File: src/rtl/wb_common.sv
// Shared Wishbone B3 encodings and arbiter state type.
package wb_common;
  localparam logic [2:0] CTI_CLASSIC = 3'b000;
  localparam logic [2:0] CTI_CONST   = 3'b001;
  localparam logic [2:0] CTI_INC     = 3'b010;
  localparam logic [2:0] CTI_EOB     = 3'b111;

  localparam logic [1:0] BTE_LINEAR  = 2'b00;
  localparam logic [1:0] BTE_WRAP4   = 2'b01;
  localparam logic [1:0] BTE_WRAP8   = 2'b10;
  localparam logic [1:0] BTE_WRAP16  = 2'b11;

  typedef enum logic {ARB_IDLE = 1'b0, ARB_BUSY = 1'b1} arb_state_t;

  // Index width for a master count, never below one bit.
  function automatic int idx_w(input int n);
    return (n > 1) ? $clog2(n) : 1;
  endfunction
endpackage

File: src/rtl/wb_rr_pick.sv
// Combinational round-robin picker: first requester after 'last', wrapping.
module wb_rr_pick import wb_common::*; #(
  parameter int N  = 2,
  parameter int IW = idx_w(N)
) (
  input  logic [N-1:0]  req,
  input  logic [IW-1:0] last,
  output logic [N-1:0]  gnt,
  output logic [IW-1:0] idx,
  output logic          any
);
  logic [IW-1:0] cand;
  logic          found;

  assign any = |req;

  // 'last' itself is scanned last, so it only wins when nobody else asks.
  always_comb begin
    gnt   = '0;
    idx   = '0;
    found = 1'b0;
    cand  = '0;
    for (int k = 1; k <= N; k++) begin
      cand = IW'((int'(last) + k) % N);
      if (!found && req[cand]) begin
        found     = 1'b1;
        gnt[cand] = 1'b1;
        idx       = cand;
      end
    end
  end
endmodule

File: src/rtl/wb_rr_arbiter.sv
// Round-robin Wishbone B3 arbiter: owner holds the slave for its whole cyc,
// optional watchdog terminates unanswered strobes with err.
module wb_rr_arbiter import wb_common::*; #(
  parameter int NUM_MASTERS = 2,
  parameter int aw          = 32,
  parameter int dw          = 32,
  parameter int TIMEOUT     = 0
) (
  input  logic                         wb_clk_i,
  input  logic                         wb_rst_i,
  input  logic [NUM_MASTERS*aw-1:0]    wbm_adr_i,
  input  logic [NUM_MASTERS*dw-1:0]    wbm_dat_i,
  input  logic [NUM_MASTERS*dw/8-1:0]  wbm_sel_i,
  input  logic [NUM_MASTERS-1:0]       wbm_we_i,
  input  logic [NUM_MASTERS-1:0]       wbm_cyc_i,
  input  logic [NUM_MASTERS-1:0]       wbm_stb_i,
  input  logic [NUM_MASTERS*3-1:0]     wbm_cti_i,
  input  logic [NUM_MASTERS*2-1:0]     wbm_bte_i,
  output logic [dw-1:0]                wbm_dat_o,
  output logic [NUM_MASTERS-1:0]       wbm_ack_o,
  output logic [NUM_MASTERS-1:0]       wbm_err_o,
  output logic [NUM_MASTERS-1:0]       wbm_rty_o,
  output logic [aw-1:0]                wbs_adr_o,
  output logic [dw-1:0]                wbs_dat_o,
  output logic [dw/8-1:0]              wbs_sel_o,
  output logic                         wbs_we_o,
  output logic                         wbs_cyc_o,
  output logic                         wbs_stb_o,
  output logic [2:0]                   wbs_cti_o,
  output logic [1:0]                   wbs_bte_o,
  input  logic [dw-1:0]                wbs_dat_i,
  input  logic                         wbs_ack_i,
  input  logic                         wbs_err_i,
  input  logic                         wbs_rty_i,
  output logic [NUM_MASTERS-1:0]       grant_o
);
  localparam int IW = idx_w(NUM_MASTERS);
  localparam int SW = dw / 8;

  arb_state_t             state, state_n;
  logic [IW-1:0]          owner, owner_n, last, last_n;
  logic [NUM_MASTERS-1:0] owner_oh, owner_oh_n;
  logic [IW-1:0]          pick_from, pick_idx;
  logic [NUM_MASTERS-1:0] pick_gnt;
  logic                   pick_any;
  logic                   busy, own_cyc, raw_stb, timeout;

  assign busy    = (state == ARB_BUSY);
  assign own_cyc = busy & wbm_cyc_i[owner];
  assign raw_stb = own_cyc & wbm_stb_i[owner];

  // On release the outgoing owner is the rotation origin, giving zero-gap handover.
  assign pick_from = busy ? owner : last;

  wb_rr_pick #(.N(NUM_MASTERS), .IW(IW)) u_pick (
    .req  (wbm_cyc_i),
    .last (pick_from),
    .gnt  (pick_gnt),
    .idx  (pick_idx),
    .any  (pick_any)
  );

  always_ff @(posedge wb_clk_i or posedge wb_rst_i) begin
    if (wb_rst_i) begin
      state    <= ARB_IDLE;
      owner    <= '0;
      owner_oh <= '0;
      last     <= IW'(NUM_MASTERS - 1);
    end else begin
      state    <= state_n;
      owner    <= owner_n;
      owner_oh <= owner_oh_n;
      last     <= last_n;
    end
  end

  always_comb begin
    state_n    = state;
    owner_n    = owner;
    owner_oh_n = owner_oh;
    last_n     = last;
    case (state)
      ARB_IDLE: if (pick_any) begin
        state_n    = ARB_BUSY;
        owner_n    = pick_idx;
        owner_oh_n = pick_gnt;
      end
      ARB_BUSY: if (!wbm_cyc_i[owner]) begin
        last_n = owner;
        if (pick_any) begin
          owner_n    = pick_idx;
          owner_oh_n = pick_gnt;
        end else begin
          state_n    = ARB_IDLE;
          owner_oh_n = '0;
        end
      end
      default: state_n = ARB_IDLE;
    endcase
  end

  assign grant_o   = owner_oh;
  assign wbm_dat_o = wbs_dat_i;
  assign wbs_cyc_o = own_cyc;
  assign wbs_stb_o = raw_stb & ~timeout;
  assign wbs_adr_o = busy ? wbm_adr_i[owner*aw +: aw] : '0;
  assign wbs_dat_o = busy ? wbm_dat_i[owner*dw +: dw] : '0;
  assign wbs_sel_o = busy ? wbm_sel_i[owner*SW +: SW] : '0;
  assign wbs_we_o  = busy & wbm_we_i[owner];
  assign wbs_cti_o = busy ? wbm_cti_i[owner*3 +: 3] : '0;
  assign wbs_bte_o = busy ? wbm_bte_i[owner*2 +: 2] : '0;

  // Gating on wbs_cyc_o drops a late ack in the cycle the owner lets go.
  always_comb begin
    wbm_ack_o        = '0;
    wbm_err_o        = '0;
    wbm_rty_o        = '0;
    wbm_ack_o[owner] = own_cyc & wbs_ack_i & ~timeout;
    wbm_err_o[owner] = (own_cyc & wbs_err_i) | timeout;
    wbm_rty_o[owner] = own_cyc & wbs_rty_i & ~timeout;
  end

  generate
    if (TIMEOUT > 0) begin : g_wd
      localparam int             WDW    = $clog2(TIMEOUT + 1);
      localparam logic [WDW-1:0] WD_MAX = WDW'(TIMEOUT);
      logic [WDW-1:0] wd_cnt;
      logic           resp;

      assign resp    = wbs_ack_i | wbs_err_i | wbs_rty_i;
      assign timeout = raw_stb & (wd_cnt == WD_MAX);

      // Cleared after firing so a master still holding stb gets a fresh window.
      always_ff @(posedge wb_clk_i or posedge wb_rst_i) begin
        if (wb_rst_i)                                          wd_cnt <= '0;
        else if (!raw_stb || resp || timeout || owner_n != owner) wd_cnt <= '0;
        else if (wd_cnt != WD_MAX)                             wd_cnt <= wd_cnt + 1'b1;
      end
    end else begin : g_no_wd
      assign timeout = 1'b0;
    end
  endgenerate
endmodule

File: config.mk
export PLATFORM = sky130hd
export DESIGN_NAME = wb_rr_arbiter
export DESIGN_NICKNAME = d
export VERILOG_FILES = /design/src/rtl/wb_common.sv /design/src/rtl/wb_rr_pick.sv /design/src/rtl/wb_rr_arbiter.sv
export SDC_FILE = /design/constraint.sdc
export NUM_CORES = 1
export LEC_CHECK = 0
export ABC_AREA = 1
export BUFFER_PORTS_ARGS = -buffer_cell sky130_fd_sc_hd__buf_2
export CORE_AREA = 3 3 116 118
export DETAILED_ROUTE_END_ITERATION = 12
export DIE_AREA = 0 0 119 121
export SYNTH_ARGS = -nofsm -noshare
export SYNTH_HDL_FRONTEND = slang
export SYNTH_SLANG_ARGS = --single-unit
export TNS_END_PERCENT = 100
File: constraint.sdc
create_clock -name wb_clk_i -period 1.2 [get_ports wb_clk_i]
set_clock_uncertainty 0.2 [all_clocks]
set_input_delay 0.24 -clock wb_clk_i [delete_from_list [all_inputs] [get_ports wb_clk_i]]
set_output_delay 0.24 -clock wb_clk_i [all_outputs]
set_load 0.005 [all_outputs]
==> flow_summary.yaml <==
cells_and_area:
  fillCellCount: 1446
  multiInputGateArea_um2: 1110
  diodes: 0
  final_net_count: 725
  syn_to_final_growth_pct: 84.7
  drive_gt1_share_pct: 51.4
  ff_latch_area_um2: 129
job:
  cap_violations: 0
logic_synthesis:
  synth_compound_area_share_pct: 23.5
  post_synth_and_or_nand_nor_area_fraction_pct: 42.0
  synth.largest_area_cell: "nor2_1"
  syn_area_um2: 1640
  synth_area_leaders: "nor2_1 34%, o21ai_0 23%, buf_4 16%"
  yosys_register_bits: 5
  synth-main-ff-cell: "dfrtp_1"
  ys_warn_count: 0
  synth.distinct_cells: 16
  synth_mux_area_share_pct: 0
  synth_nets: 514
  synth_top_area_share_pct: 33.8
  avgSynthCellArea_um2: 5.05
  synth_common_cells: "148 x nor2_1, 76 x o21ai_0, 36 x buf_4"
  async_flop_share_pct: 100
  synth-edff-count: 0
  yosysMostFrequentCell: "nor2_1"
  synthCells: 325
  ys_seq_area_share_pct: 7.69
  synth_top_family_by_area: "simple AND/OR/NAND/NOR gates"
  yosys.area_share.adder_pct: 0
  synth_xor_xnor_area_share_pct: 0
die:
  die_area_um2: 14400
  num_io_pins: 305
  fp.dieH_um: 121
  fp-row-count: 41
  start_util_pct: 13.1
  core_area_um2: 12600
  die_x_um: 119
setup_path:
  crit_required_ps: 760
  criticalPathCategory: "reg -> out"
  r2r_setup_slack_ps: -360
  end_kind: "output pin"
  slowest_delay_ps: 470
  crit_path_max_fanout: 17
  ff2ff_path_depth: 7
  critPathLaunchType: "register"
  worstPathArrival_ps: 1340
  crit_chain: "inv_6 > buf_12 > nor2_1 > nor2_1 > buf_2"
  crit_top_cell: "nor2_1"
  cpMaxStageDelayCell: "dfrtp_2"
clocking:
  htreeDepth: 1
  clock_sinks: 5
  cts-root-buf: "clkbuf_16"
  clk_pin_slew_ps: 30
  insertion_delay_ps: 230
  cts_buffers: 3
  cts.path.max_buffers: 2
  cts_tree: "yes"
worst_hold_path:
  whs_path_depth: 4
  hold_path_class: "in -> reg"
grt:
  grt_usage_pct: 10.1
  antenna_found_initial: 0
  grt_pass1_wl_mm: 12.2
  grt-ovfl-total: 0
  grt_max_degree: 43
  grt_pass1_vias: 2523
placement:
  dp_hpwl_mm: 6.80
  dpl_worst_slack_ps: -358
  io_buffer_count: 240
  gp_congestion: 0.724
outcome:
  status: "finished with violations"
  violations: "negative setup slack"
timing:
  max_freq_mhz: 561
  final-hold-violation-count: 0
  min_period_ps: 1780
  slew-limit-headroom_pct: 87.1
  rsz0062_at_grt: "true"
  setup-tns-final_ps: -43690
  finalSetupViolCount: 86
  fin_ws_ps: -582
  holdWs_ps: 192
  post-route-period-util_pct: 149
  tightestPinTransition_ps: 193
  drv_slew: 0
route:
  dr.pass1.iters: 4
  wire_per_inst_um: 12.0
  routed_wl_mm: 8.46
  drcViolationCount: 0
  ant_nets: 0
  vias_per_cell: 3.88
  num_vias: 2744
  drt_iter0_drc: 105
power_and_ir_drop:
  clkPwrFrac_pct: 11.0
  p_leak_nw: 1.74
  comb_power_share_pct: 82.3
  power_density_nw_per_um2: 1650
  p_int_mw: 2.61
  pwr-share-seq_pct: 6.7
  p_total_mw: 5.00
  sw_frac_of_total_pct: 47.7
  ir_drop_uv: 955
  p_switching_mw: 2.39
==> logic make-up (layout without fill, tap and decap cells) <==
family | Yosys count | after routing
compound gates | 77 | 77
buf+inv | 66 | 275
flops | 5 | 5
simple gates | 177 | 178
==> critical path: cells and delay by family, from the launching register on <==
family | cells | cell delay (ps)
buffers and inverters | 3 | 470
flip-flops | 1 | 470
AND/OR/NAND/NOR | 2 | 170
==> registers in the layout, summed over array words and instances (netlist names) <==
register / cells
owner: 1
busy: 1
grant_o: 2
last: 1
==> final timing paths <==
kind	endpoint	start
worst max register to register	owner	owner
worst min register to register	last	last
worst max-delay path	wbs_dat_o[11]	owner
min in group asynchronous	busy	wb_rst_i
worst min-delay path	grant_o[0]	wbm_cyc_i[0]
max in group asynchronous	last	wb_rst_i
==> final cells by class <==
class                   count  area share (%)
repair buffers            262            48.3
multi-input cells         255            36.5
well taps                 172            7.09
flip-flops and latches      5            4.25
clock buffers               4            2.60
inverters                   9            1.28
==> routing by layer <==
layer  up-vias  track usage, %  share of wire, %
li1       1423               -                 -
met1      1135            12.5                41
met2       168            17.3                48
met3        18            1.96               9.2
met4         0            3.77               2.1
met5         -               0                 0
==> stage by stage <==
step                cells  instance area (µm²)  util, %
CTS                   706                 3000     23.9
global route          707                 3030     24.1
finish                707                 3030     24.1
detailed placement    697                 2870     22.8
global placement      697                 2870     22.8
floorplan             325                 1660        -
==> timing repair <==
item	CTS	global route
buffers inserted	2	0
endpoints found under the setup margin	86	87
gates resized for setup	13	13
hold buffers	1	0
gates cloned	2	1
hold endpoints to repair	5	0
==> cells in the final DEF (no fill, tap or decap), drive strengths merged <==
| cell type | n |
|---|---|
| a21oi | 1 |
| buf | 260 |
| clkbuf | 5 |
| dfrtp | 4 |
| dfstp | 1 |
| dlygate4sd3 | 1 |
| inv | 9 |
| nand2 | 19 |
| nand3 | 5 |
| nor2 | 148 |
| nor3 | 6 |
| o21ai | 76 |
==> power groups by stage <==
stage          sequential, mW  combinational [mW]  clock (mW)
2_1_floorplan           0.279                2.22           0
3_3_place_gp            0.324                3.88           0
3_5_place_dp            0.331                3.88           0
4_1_cts                 0.337                4.05       0.558
5_1_grt                 0.345                4.66       0.566
6_report                0.334                4.11       0.550
No activity file was read; power rests on OpenSTA's default activity.
